===== config.mk =====
export PLATFORM = sky130hd
export DESIGN_NAME = bitcount_result_log
export DESIGN_NICKNAME = d
export VERILOG_FILES = /design/src/rtl/bitcount_result_log.sv
export SDC_FILE = /design/constraint.sdc
export NUM_CORES = 1
export LEC_CHECK = 0
export ABC_AREA = 1
export CAP_MARGIN = 30
export CORE_MARGIN = 2
export CORE_UTILIZATION = 54
export DETAILED_ROUTE_END_ITERATION = 12
export PLACE_DENSITY = 0.81
export SETUP_SLACK_MARGIN = 0.4
export SYNTH_ARGS = -nofsm -noshare
export SYNTH_HDL_FRONTEND = slang
export SYNTH_SLANG_ARGS = --single-unit

===== constraint.sdc =====
create_clock -name CLOCK_50 -period 3.5 [get_ports CLOCK_50]
set_input_delay 0.7 -clock CLOCK_50 [delete_from_list [all_inputs] [get_ports CLOCK_50]]
set_output_delay 0.7 -clock CLOCK_50 [all_outputs]
set_load 0.03 [all_outputs]

===== src/rtl/bitcount_result_log.sv =====
// ---------------------------------------------------------------------------
// bitcount_result_log
//
// Capture stage that sits behind the 8-bit ones-counter. It owns the start
// handshake to the counter, logs every finished 4-bit result into a small
// circular history with a saturating running total, and drives the DE1_SoC
// seven-segment displays for the newest result and the total.
//
// Parameters
//   DEPTH      history entries (power of two)
//   TOT_W      running-total width (saturates at all ones); must be >= 8
//              because the two total digits show total[7:0]
//
// Ports
//   CLOCK_50   in   sole clock, rising edge
//   reset      in   asynchronous, active-low
//   start_req  in   raw run request from SW[9], asynchronous to CLOCK_50
//   clr        in   clear history/total/run count (only honoured in IDLE)
//   done       in   counter is in its done state
//   result     in   counter result, valid while done = 1
//   sel        in   history read index, 0 = newest
//   start      out  to counter s input
//   busy       out  high in RUN or WAIT_LOW
//   hist_out   out  history entry at sel (0 when sel >= valid_cnt)
//   valid_cnt  out  number of valid history entries, 0..DEPTH
//   total      out  saturating sum of captured results
//   run_count  out  completed captures, wraps 15 -> 0
//   hex_last   out  active-low segments, newest result
//   hex_tot_lo out  active-low segments, total[3:0]
//   hex_tot_hi out  active-low segments, total[7:4]
// ---------------------------------------------------------------------------
module bitcount_result_log #(
  parameter int DEPTH = 4,
  parameter int TOT_W = 8
) (
  input  logic                       CLOCK_50,
  input  logic                       reset,
  input  logic                       start_req,
  input  logic                       clr,
  input  logic                       done,
  input  logic [3:0]                 result,
  input  logic [$clog2(DEPTH)-1:0]   sel,
  output logic                       start,
  output logic                       busy,
  output logic [3:0]                 hist_out,
  output logic [$clog2(DEPTH):0]     valid_cnt,
  output logic [TOT_W-1:0]           total,
  output logic [3:0]                 run_count,
  output logic [6:0]                 hex_last,
  output logic [6:0]                 hex_tot_lo,
  output logic [6:0]                 hex_tot_hi
);

  localparam int PTR_W = $clog2(DEPTH);
  localparam int CNT_W = PTR_W + 1;

  typedef enum logic [1:0] {
    IDLE     = 2'd0,
    RUN      = 2'd1,
    WAIT_LOW = 2'd2
  } state_t;

  // -------------------------------------------------------------------------
  // Seven-segment decode, DE1 active-low ordering {g,f,e,d,c,b,a}
  // -------------------------------------------------------------------------
  function automatic logic [6:0] seg7(input logic [3:0] digit);
    logic [6:0] seg;
    unique case (digit)
      4'h0: seg = 7'b1000000;
      4'h1: seg = 7'b1111001;
      4'h2: seg = 7'b0100100;
      4'h3: seg = 7'b0110000;
      4'h4: seg = 7'b0011001;
      4'h5: seg = 7'b0010010;
      4'h6: seg = 7'b0000010;
      4'h7: seg = 7'b1111000;
      4'h8: seg = 7'b0000000;
      4'h9: seg = 7'b0010000;
      4'hA: seg = 7'b0001000;
      4'hB: seg = 7'b0000011;
      4'hC: seg = 7'b1000110;
      4'hD: seg = 7'b0100001;
      4'hE: seg = 7'b0000110;
      default: seg = 7'b0001110;  // F
    endcase
    return seg;
  endfunction

  // -------------------------------------------------------------------------
  // Request synchronizer: q1/q2 resolve metastability, q3 remembers the
  // previous synchronized level so a rising edge lasts exactly one cycle.
  // -------------------------------------------------------------------------
  logic q1, q2, q3;
  logic req_rise;
  logic req_lvl;

  // NOTE: clocked state is always written with non-blocking assignments so
  // every flop samples the values from before the edge; blocking here would
  // collapse q1..q3 into a single stage.
  always_ff @(posedge CLOCK_50 or negedge reset) begin
    if (!reset) begin
      q1 <= 1'b0;
      q2 <= 1'b0;
      q3 <= 1'b0;
    end else begin
      q1 <= start_req;
      q2 <= q1;
      q3 <= q2;
    end
  end

  assign req_rise = q2 & ~q3;
  assign req_lvl  = q2;

  // -------------------------------------------------------------------------
  // Control FSM
  // -------------------------------------------------------------------------
  state_t state, state_nxt;
  logic   capture;
  logic   clear;

  always_ff @(posedge CLOCK_50 or negedge reset) begin
    if (!reset) begin
      state <= IDLE;
    end else begin
      state <= state_nxt;
    end
  end

  // NOTE: every output of this block gets a default before the case so no
  // path leaves a signal unassigned, which would otherwise infer a latch.
  always_comb begin
    state_nxt = state;
    start     = 1'b0;
    busy      = 1'b0;
    capture   = 1'b0;
    clear     = 1'b0;
    unique case (state)
      IDLE: begin
        // A clear in the same cycle as a request edge swallows the edge.
        if (clr) begin
          clear = 1'b1;
        end else if (req_rise) begin
          state_nxt = RUN;
        end
      end
      RUN: begin
        start = 1'b1;
        busy  = 1'b1;
        // done wins over an abort seen in the same cycle.
        if (done) begin
          capture   = 1'b1;
          state_nxt = WAIT_LOW;
        end else if (!req_lvl) begin
          state_nxt = IDLE;
        end
      end
      WAIT_LOW: begin
        busy = 1'b1;
        if (!done) begin
          state_nxt = IDLE;
        end
      end
      default: begin
        state_nxt = IDLE;
      end
    endcase
  end

  // -------------------------------------------------------------------------
  // History buffer, counters and saturating total
  // -------------------------------------------------------------------------
  logic [3:0]       hist [DEPTH];
  logic [PTR_W-1:0] wr_ptr;
  logic [TOT_W:0]   sum_ext;
  logic [TOT_W-1:0] total_nxt;

  // One extra bit catches the carry out so overflow clamps instead of wrapping.
  assign sum_ext   = {1'b0, total} + (TOT_W + 1)'(result);
  assign total_nxt = sum_ext[TOT_W] ? {TOT_W{1'b1}} : sum_ext[TOT_W-1:0];

  // NOTE: the history array is reset along with the counters because the
  // displays and readout must show zeros straight out of reset; this keeps
  // it in flops rather than a RAM macro, which is fine at this depth.
  always_ff @(posedge CLOCK_50 or negedge reset) begin
    if (!reset) begin
      for (int i = 0; i < DEPTH; i++) begin
        hist[i] <= 4'd0;
      end
      wr_ptr    <= '0;
      valid_cnt <= '0;
      total     <= '0;
      run_count <= '0;
    end else if (clear) begin
      for (int i = 0; i < DEPTH; i++) begin
        hist[i] <= 4'd0;
      end
      wr_ptr    <= '0;
      valid_cnt <= '0;
      total     <= '0;
      run_count <= '0;
    end else if (capture) begin
      hist[wr_ptr] <= result;
      wr_ptr       <= wr_ptr + PTR_W'(1);
      if (valid_cnt != CNT_W'(DEPTH)) begin
        valid_cnt <= valid_cnt + CNT_W'(1);
      end
      total        <= total_nxt;
      run_count    <= run_count + 4'd1;
    end
  end

  // -------------------------------------------------------------------------
  // Readout: wr_ptr points at the next free slot, so the newest entry is one
  // behind it and sel walks further back in time. The subtraction wraps
  // naturally because DEPTH is a power of two.
  // -------------------------------------------------------------------------
  logic [PTR_W-1:0] rd_idx;
  logic [PTR_W-1:0] newest_idx;
  logic [3:0]       newest;

  assign rd_idx     = wr_ptr - PTR_W'(1) - sel;
  assign newest_idx = wr_ptr - PTR_W'(1);

  assign hist_out = ({1'b0, sel} < valid_cnt) ? hist[rd_idx] : 4'd0;
  assign newest   = (valid_cnt != '0) ? hist[newest_idx] : 4'd0;

  // -------------------------------------------------------------------------
  // Displays
  // -------------------------------------------------------------------------
  assign hex_last   = seg7(newest);
  assign hex_tot_lo = seg7(total[3:0]);
  assign hex_tot_hi = seg7(total[7:4]);

endmodule


==> Yosys cells after proc, flatten, opt, wreduce, memory -nomap -nowiden <==
Memory sizes are Yosys's and may differ from the RTL's.
Index checks and enable logic that the tools add are counted.
{ "word_totals": {"output_inout_bits": 42, "inputBits": 11, "memories": 3, "word_cells": 81, "latchBits": 0, "ramBits": 0, "regBits": 38, "rom_bits": 336} }
{ "mem_list": {"columns": ["memory", "words", "word_bits", "read_ports", "rd_ports_with_merged_regs", "wr", "line_no", "source"], "rows": [
  ["(no name shown)", 16, 7, 1, 0, 0, "68", "unique case (digit)"],
  ["(no name shown)", 16, 7, 1, 0, 0, "68", null],
  ["(no name shown)", 16, 7, 1, 0, 0, "68", null]
]} }
{ "classes": {"div_mod_pow": 0, "n_mul": 0, "shifts": 0, "order_cmp": 5, "eq_ne": 7, "add_sub_neg": 6, "n_bitwise": 5, "reduce_logical": 8, "n_mux": 35} }
{ "op_table": {"columns": ["operator", "count"], "rows": [
  ["$mux W4", 9],
  ["$mux W16", 2],
  ["$mux W8", 3],
  ["$bmux W4 S2", 2],
  ["$bwmux W16", 1],
  ["$mux W2", 7],
  ["$add A8 B4 Y9", 1],
  ["$ge A3 B3 Y1 const B", 3],
  ["$mux W3", 3],
  ["$not A2 Y3", 3],
  ["$demux W4 S2", 1],
  ["$mux W1", 6],
  ["$ne A2 B2 Y1 const B", 3],
  ["$ne A3 B3 Y1 const B", 2],
  ["$pmux W2 S3", 1],
  ["$add A4 B1 Y4 const B", 1],
  ["$reduce_and A4 Y1", 1],
  ["$reduce_bool A2 Y1", 2],
  ["$add A3 B1 Y3 const B", 1],
  ["$lt A2 B3 Y1", 1],
  ["$lt A3 B1 Y1 const B", 1],
  ["$reduce_bool A3 Y1", 1],
  ["$add A2 B1 Y2 const B", 1],
  ["$eq A2 B1 Y1 const B", 1],
  ["other kinds (9)", 9]
]} }

==> Longest topological paths before layout <==
Gate-level depths: netlist of the first run.
{ "logic_depth": {"ltp_word": 8, "depth_mapped": 15, "ltp_nobuf": 13} }

==> Worst setup path after synthesis of the first run <==
No wires, ideal clock.
{ "synth_timing": {"path_kind": "register to output", "startpoint": "register wr_ptr[0]", "endpoint": "output hex_last[2]", "required_ns": 2.800, "slack_ns": 0.541, "path_stages_with_launch": 13, "n_path_buf": 2, "arrival_time_ns": 2.259, "path_cell_list": "dfrtp_1 > buf_6 > inv_6 > buf_12 > ha_1 > inv_2 > nand3_1 > nand2_1 > nand2_1 > inv_1 > ha_1 > nand2_1 > o21ai_1"} }
{ "synth_via": {"elab_chain_len": 7} }
{ "synth_lines": {"columns": ["element", "line_no", "source"], "rows": [
  ["start, declared", "174", "logic [PTR_W-1:0] wr_ptr;"],
  ["start signal, assigned", "204", "wr_ptr <= wr_ptr + PTR_W'(1);"],
  ["$sub A2 B1 Y2", "223", "assign newest_idx = wr_ptr - PTR_W'(1);"],
  ["$not A2 Y3 (implied by the code)", "226", "assign newest = (valid_cnt != '0) ? hist[newest_idx] : 4'd0;"],
  ["$bmux W4 S2", "226", null],
  ["$mux W4 (implied by the code) (2 in series)", "226", null],
  ["$mux W4", "226", null],
  ["$mem_v2 Z16 W7", null, null],
  ["end, declared", "49", "output logic [6:0] hex_last,"]
]} }
Every way passes these cells. The select of a mux whose other input is x is not followed.

==> Worst setup path in the final report of the first run <==
{ "layout_timing": {"startpoint": "register wr_ptr[1]", "endpoint": "output hex_last[6]"} }
The elaborated chain is that of the path after synthesis.

==> summary.md, run 1 <==
| Metric | Value |
|---|---|
| Status | completed |
| Synth Area in Adders | 0.150 |
| P&R area growth vs syn | 22.8% |
| Max-Cap Viols | 0 |
| Switch share | 0.541 |
| PD cells | 905 nW/um2 |
| Switching power | between 1.5 and 2 mW |
| Pin count of the biggest net entering global routing | 39 |
| Final TNS setup | 0 ns |
| CP peak stage delay | about 0.4 ns |
| Fmax | roughly 330 MHz |
| Global-route wire length before repair | around 13 mm |
| Layout Utilization | 0.684 |
| Synth area leader | dfrtp_1 |
| Count of final setup violators | 0 |
| Clk pwr share | 0.094 |
| Worst Skew | 0.0153 ns |
| Largest family of logic cells by synthesized area | simple AND/OR/NAND/NOR gates |
| Root Driver | clkbuf_8 |
| Clock H-tree levels | 2 |
| WS Path Type | reg -> out |
| Relative slew slack | 0.673 |
| Top cell type's share of synthesized area | 0.312 |
| Top Ports | 53 |
| CTS Sinks | 38 |
| Post-synth cell types | slightly above 40 |
| Pleak | 1.87 nW |
| Post-synthesis mux area share | 0 |
| Rows | 27 |
| Slowest CP cell | dfrtp_1 |
| Mapped Area | slightly above 3000 um2 |
| Final GP Congestion | roughly 0.9 |
| Fin nets | 517 |
| DIE HEIGHT | 79.1 um |
| Initial DRT Pass Iterations | 5 |
| Post-Synth XOR/XNOR Area | 0.00822 |
| Vias | 2986 |
| Final ANT Viol Nets | 0 |
| Syn_area_per_cell | around 7.3 um2 |
| CTS Buffer Depth | 2 |
| CTS clock-pin slew for the worst setup and hold paths | approximately 0.090 ns |
| Half-perimeter wire length after placement | between 5 and 6 mm |
| Die ar. | approximately 6300 um2 |
| Critical path fanouts, max | 6 |
| Number of global-route vias before repair | ~2900 |
| Worst VDD drop | between 0.4 and 0.5 mV |
| # DRC | 0 |
| Post-DP Area | between 3000 and 4000 um2 |
| Commonest cells after routing, fill and taps aside | nand2_1 (113), inv_1 (47), clkdlybuf4s50_1 (39), dfrtp_1 (38), nand3_1 (35) |
| Vias per cell | roughly 5.5 |
| Port buffer count | 52 |
| Fin crit share | 0.858 |
| WL final | approximately 7.7 mm |
| Initial Utilization | 0.556 |
| CTS tree | yes |
| Req. time, crit path | 2.80 ns |
| WHS | approximately 0.35 ns |
| Register share of total power | 0.193 |
| Final min period | between 3 and 4 ns |
| Cts bufs inserted | 5 |
| Final Hold Fails | 0 |
| 1st-iter DRT viols | 237 |
| Clock latency on the worst-skew pair | around 0.3 ns |
| Yosys warns | 0 |
| Worst slew pin tran | roughly 0.5 ns |
| Hold crit path type | reg -> reg |
| CP Cell Sequence | inv_1 > ha_4 > inv_4 > nand3_1 > nand2_1 > nand2_2 > inv_2 > ha_1 > nand2_2 > nand2_1 > nand2_1 > nand2_1 > clkdlybuf4s15_2 |
| Core ar. | 5470 um2 |
| Critical path startpoint category | register |
| Grt ovf | 0 |
| Internal power | between 1.5 and 2 mW |
| Most common cell after layout, fill and taps aside | nand2_1 |
| Synth Register Bits | 38 |
| Final std cell area, no fill | around 3700 um2 |
| Gate power share | 0.713 |
| Post-Synth Simple-Gate Area | 0.289 |
| Ratio of cells with drive above 1 in the final layout | 0.106 |
| Arr. time, crit path | between 2 and 2.5 ns |
| Compound-Gate Fraction of Synth Area | 0.145 |
| WL/cell | around 14 um |
| DIE WIDTH | slightly below 80 um |
| Antenna diodes | 0 |
| Area contributors post-synth | dfrtp_1 (31%), ha_1 (14%), nand2_1 (14%), inv_1 (6.0%), nand3_1 (5.8%) |
| RSZ-0062 raised after global routing | true |
| Global-route usage over all layers | 0.256 |
| Syn_nets | 462 |
| Number of antenna violations at the first check in global routing | 0 |
| R2r setup slk | about 1.6 ns |
| CP Capture Type | output port |
| Max Slew Vio Count | 0 |
| Cell seen most often among critical-path stages | nand2_1 |
| Mapped Cells | ~420 |
| Seq/Total Area, Yosys | 0.312 |
[state kept, by name, summed over array words and instances (netlist names)]
register and cells:
valid_cnt 3, q1 1, q2 1, hist 16, run_count 4, q3 1
total 8, wr_ptr 2, state 2
[cells in the mapped netlist (all sizes together)]
library cell and n:
o31ai 1, xnor2 1, buf 7, a31oi 1, o21a 2, dfrtp 38, xor2 1, nor2 30
o211ai 1, inv 54, a32oi 1, nand4 5, nand2 121, o2111ai 1, a221oi 1, o22ai 12
ha 35, a211oi 1, nor4 1, nand3 39, clkinv 2, clkbuf 3, a21o 1, a32o 1
o21ai 36, fa 1, o221ai 1, a21oi 17
[routing by layer]
layer / track usage / vias to the layer above / share of wire
li1: - / 1477 / -
met1: 0.338 / 1395 / 0.44
met2: 0.430 / 101 / 0.49
met3: 0.0330 / 13 / 0.051
met4: 0.0983 / 0 / 0.017
met5: 0 / - / 0
[power by group through the flow]
| stage | registers (mW) | clock network (mW) | logic [mW] |
|---|---|---|---|
| 6_report | 0.655 | 0.318 | 2.41 |
| 5_1_grt | 0.670 | 0.346 | 2.63 |
| 4_1_cts | 0.653 | 0.319 | 2.35 |
| 3_5_place_dp | 0.661 | 0 | 2.31 |
| 3_3_place_gp | 0.656 | 0 | 2.27 |
| 2_1_floorplan | 0.720 | 0 | 1.57 |
[path summary, 6_finish.rpt]
path                                start  cells after the start     endpoint
max in group asynchronous           reset                      2     total[4]
worst min register to register         q1                      0           q2
worst min-delay path                   q1                      0           q2
worst max-delay path            wr_ptr[1]                     13  hex_last[6]
min in group asynchronous           reset                      2     hist[12]
worst max register to register   total[0]                      8     total[3]
[cell type report]
class / instances / area (um2)
timing repair buffer: 58 / 544
clock buffer: 7 / 86.3
inverter: 56 / 223
fill: 477 / 1730
clock inverter: 1 / 5.00
tap: 72 / 90.1
sequential: 38 / 951
multi-input combinational: 311 / 1840
[cell families after synthesis]
kind of cell	Yosys count
buf+inv	66
fa+ha+maj	36
xor+xnor	2
flops	38
simple gates	196
compound gates	77
[stage by stage]
step                worst slack [ns]  std cells  power [mW]
detailed placement             0.145        533        2.97
floorplan                      0.541        415        2.29
global placement               0.248        533        2.93
global route                   0.373        543        3.64
CTS                            0.428        541        3.32
finish                         0.498        543        3.39
[worst max-delay path: cells and delay by family (launching register included)]
family	cells	cell delay, ns
and+or+nand+nor	7	0.52
buffers and inverters	4	0.65
adders and majority gates	2	0.43
DFF	1	0.41
[timing repair]
action                                  CTS  global route
resized for setup                        16            13
endpoints found under the setup margin    7            13
hold buffers                              0             0
buffers inserted                          0             2
pin swaps                                 0             3
gates cloned                              0             0
No activity file was read; power rests on OpenSTA's default activity.
==> inputs of run 2 (changes only) <==
--- a/config.mk
+++ b/config.mk
@@ -8,9 +8,10 @@
 export ABC_AREA = 1
 export CAP_MARGIN = 30
 export CORE_MARGIN = 2
-export CORE_UTILIZATION = 54
+export CORE_UTILIZATION = 60
 export DETAILED_ROUTE_END_ITERATION = 12
-export PLACE_DENSITY = 0.81
+export DONT_BUFFER_PORTS = 1
+export PLACE_DENSITY = 0.76
 export SETUP_SLACK_MARGIN = 0.4
 export SYNTH_ARGS = -nofsm -noshare
 export SYNTH_HDL_FRONTEND = slang
==> run 2 against run 1 <==
Flip-flop and latch count stayed put. Largest power group unchanged. Routed wire length is 10% lower. Via count is 8.0% lower. Register-to-register slack worse by 0.32 ns. Sequential share of layout area is 3.6 points higher. Count of clock-buffer cells in the layout is 2 lower. Global-route usage is 0.27 points lower. Largest cell class unchanged. Die area is 9.5% lower. Clock power is 15% higher. Non-clock buffer count is 47 lower.
==> summary.md, run 2 (same netlist as run 1, synthesis figures left out) <==
| Metric | Value |
|---|---|
| Length in cells of the worst reg-to-reg path | 6 (was 8) |
| Multi-input gate area | 1840 um2 (about the same) |
| Worst Skew | 0.0108 ns (was 0.0153 ns) |
| DIE HEIGHT | 75.2 um (was 79.1 um) |
| DIE WIDTH | 75.2 um (was 79.1 um) |
| Core ar. | 4820 um2 (was 5470 um2) |
| Req. time, crit path | 2.80 ns (about the same) |
| Port buffer count | 0 (was 52) |
| Commonest cells after routing, fill and taps aside | nand2_1 (110), inv_1 (47), nand3_1 (35), dfrtp_1 (35), ha_1 (34) (was nand2_1 (113), inv_1 (47), clkdlybuf4s50_1 (39), dfrtp_1 (38), nand3_1 (35)) |
| Post-DP Area | 3130 um2 (was 3600 um2) |
| P&R area growth vs syn | 8.01% (was 22.8%) |
| Layout Cells excl Fill | 491 (was 543) |
| Final min period | 3.01 ns (was 3.00 ns) |
| Max reg flops | 16 (unchanged) |
| Worst VDD drop | 0.374 mV (was 0.481 mV) |
| Fin crit share | 0.861 (was 0.858) |
| Count of final setup violators | 0 (unchanged) |
| CP Capture Type | output port (unchanged) |
| Vias per cell | 5.59 (was 5.50) |
| Max-Cap Viols | 0 (unchanged) |
| Initial DRT Pass Iterations | 5 (unchanged) |
| Top Metal Used | met4 (unchanged) |
| Register share of total power | 0.247 (was 0.193) |
| CTS Buffer Depth | 2 (unchanged) |
| Worst slew pin tran | 0.710 ns (was 0.491 ns) |
| # DRC | 0 (unchanged) |
| Top Ports | 53 (unchanged) |
| Met2 routed WL | 3.26 mm (was 3.77 mm) |
| Pin count of the biggest net entering global routing | 39 (unchanged) |
| Fin nets | 470 (was 517) |
| WL final | 6.92 mm (was 7.73 mm) |
| Rows | 25 (was 27) |
| Post-cts hold buffer count | 0 (unchanged) |
| Top reg by flops | hist (unchanged) |
| Slowest CP cell | dfrtp_2 (was dfrtp_1) |
| Final GP Congestion | 0.923 (was 0.895) |
| Root Driver | clkbuf_8 (unchanged) |
| Ratio of cells with drive above 1 in the final layout | 0.116 (was 0.106) |
| Clk pwr share | 0.120 (was 0.094) |
| Grt ovf | 0 (unchanged) |
| Final std cell area, no fill | 3290 um2 (was 3740 um2) |
| Die ar. | 5660 um2 (was 6260 um2) |
| Internal power | 1.31 mW (was 1.55 mW) |
| Antenna diodes | 0 (unchanged) |
| Half-perimeter wire length after placement | 5.32 mm (was 5.69 mm) |
| PD cells | 923 nW/um2 (was 905 nW/um2) |
| Final Hold Fails | 0 (unchanged) |
| WP buf/inv | 4 (unchanged) |
| Layout Utilization | 0.683 (was 0.684) |
| CTS Sinks | 38 (unchanged) |
| Global-route wire length before repair | 11.0 mm (was 12.8 mm) |
| Arr. time, crit path | 2.31 ns (was 2.30 ns) |
| Initial Utilization | 0.632 (was 0.556) |
| Hold crit path type | in -> async (was reg -> reg) |
| Met3 routed WL | 439 um (was 395 um) |
| Worst slack at placement | 0.340 ns (was 0.145 ns) |
| Final TNS setup | 0 ns (unchanged) |
| CP peak stage delay | 0.44 ns (was 0.41 ns) |
| Switching power | 1.73 mW (was 1.83 mW) |
| WL/cell | 14.1 um (was 14.2 um) |
| CP Cell Sequence | inv_6 > ha_4 > inv_2 > nand3_1 > nand2_1 > nand2_1 > inv_1 > ha_1 > inv_1 > nand2_1 > nand3_1 > nand2_4 (was inv_1 > ha_4 > inv_4 > nand3_1 > nand2_1 > nand2_2 > inv_2 > ha_1 > nand2_2 > nand2_1 > nand2_1 > nand2_1 > clkdlybuf4s15_2) |
| RSZ-0062 raised after global routing | false (was true) |
| Global-route usage over all layers | 0.254 (was 0.256) |
| Final ANT Viol Nets | 0 (unchanged) |
| Critical path depth | 12 (was 13) |
| Number of antenna violations at the first check in global routing | 0 (unchanged) |
| CTS tree | yes (unchanged) |
| R2r setup slk | 1.28 ns (was 1.60 ns) |
| Status | completed (unchanged) |
| Most common cell after layout, fill and taps aside | nand2_1 (unchanged) |
| Fmax | 332 MHz (was 333 MHz) |
| Cell count after placement | 481 (was 533) |
| Switch share | 0.568 (was 0.541) |
| Largest regs | hist: 16 flops, total: 8 flops, run_count: 4 flops (unchanged) |
| Relative slew slack | 0.527 (was 0.673) |
| Vias | 2746 (was 2986) |
| 1st-iter DRT viols | 266 (was 237) |
| WS Path Type | reg -> out (unchanged) |
| Met1 Wirelength | 3.13 mm (was 3.42 mm) |
| Cts bufs inserted | 5 (unchanged) |
| CTS clock-pin slew for the worst setup and hold paths | 0.08 ns (was 0.09 ns) |
| Max Slew Vio Count | 0 (unchanged) |
| Pleak | 1.66 nW (was 1.87 nW) |
| Crit-path leading delay family | simple AND/OR/NAND/NOR gates (was buffers and inverters) |
| Critical path startpoint category | register (unchanged) |
| Cell seen most often among critical-path stages | nand2_1 (unchanged) |
| Clock latency on the worst-skew pair | 0.30 ns (about the same) |
| Gate power share | 0.632 (was 0.713) |
| Clock H-tree levels | 2 (unchanged) |
| Layout fillers | 439 (was 477) |
| Number of global-route vias before repair | 2457 (was 2853) |
| Register area | 955 um2 (was 951 um2) |
| Critical path fanouts, max | 12 (was 6) |
| Worst Slack Setup Final | 0.487 ns (was 0.498 ns) |
run 2: cell count changes in the layout (fill, tap and decap cells not counted), moves of 3 or more:
cell             delta
clkdlybuf4s50_1    -39
buf_4               -3
dfrtp_1             -3
dfrtp_2             +3
nand2_1             -3
run 2: path summary, 6_finish.rpt:
path,start,end
max,wr_ptr[0],hex_last[3]
min,reset,hist[12]
max reg2reg,state[1],total[4]
min reg2reg,q1,q2
max in group asynchronous,reset,wr_ptr[0]
min in group CLOCK_50,q1,q2
run 2: stage by stage:
stage	power [mW]	hold slack [ns]
final	3.04	0.0874
after global routing	3.27	0.0723
after CTS	2.99	0.0849
after detailed placement	2.59	0.341
after global placement	2.55	0.335
after floorplan	2.29	0.331
run 2: area by class of cell:
type                            instances  area share
Clock buffer                            5      0.0209
Clock inverter                          3      0.0122
Inverter                               56      0.0669
Multi-Input combinational cell        311       0.559
Sequential cell                        38       0.290
Tap cell                               67      0.0255
Timing Repair Buffer                   11      0.0251
run 2: worst reg2reg max path: stages, from the launching register on:
cell	delay [ns]
dfrtp_1	0.40
inv_1	0.10
ha_1	0.38
nand2_1	0.23
nor2_1	0.53
inv_1	0.28
o21ai_0	0.22
run 2: routing by layer:
metal | GRT usage | vias up
met1 | 0.340 | 1267
met5 | 0 | -
met2 | 0.413 | 93
li1 | - | 1378
met3 | 0.0616 | 8
met4 | 0.0702 | 0
run 2: repair_timing:
action	CTS	global route
pin swaps	0	2
buffers inserted	1	1
cloned	0	0
endpoints found under the setup margin	11	7
resized for setup	9	6
run 2: power by group through the flow:
stage	Clock, mW	Sequential, mW	Combinational (mW)
4_1_cts	0.368	0.752	1.87
3_5_place_dp	0	0.774	1.81
6_report	0.366	0.751	1.92
3_3_place_gp	0	0.767	1.78
5_1_grt	0.388	0.767	2.11
2_1_floorplan	0	0.720	1.57
==> inputs of run 3 (changes only) <==
--- a/config.mk
+++ b/config.mk
@@ -13,6 +13,7 @@
 export DONT_BUFFER_PORTS = 1
 export PLACE_DENSITY = 0.76
 export SETUP_SLACK_MARGIN = 0.4
+export SLEW_MARGIN = 20
 export SYNTH_ARGS = -nofsm -noshare
 export SYNTH_HDL_FRONTEND = slang
 export SYNTH_SLANG_ARGS = --single-unit
==> results of run 3 <==
Same layout as run 2: the final DEF is identical, and so are final timing and power.
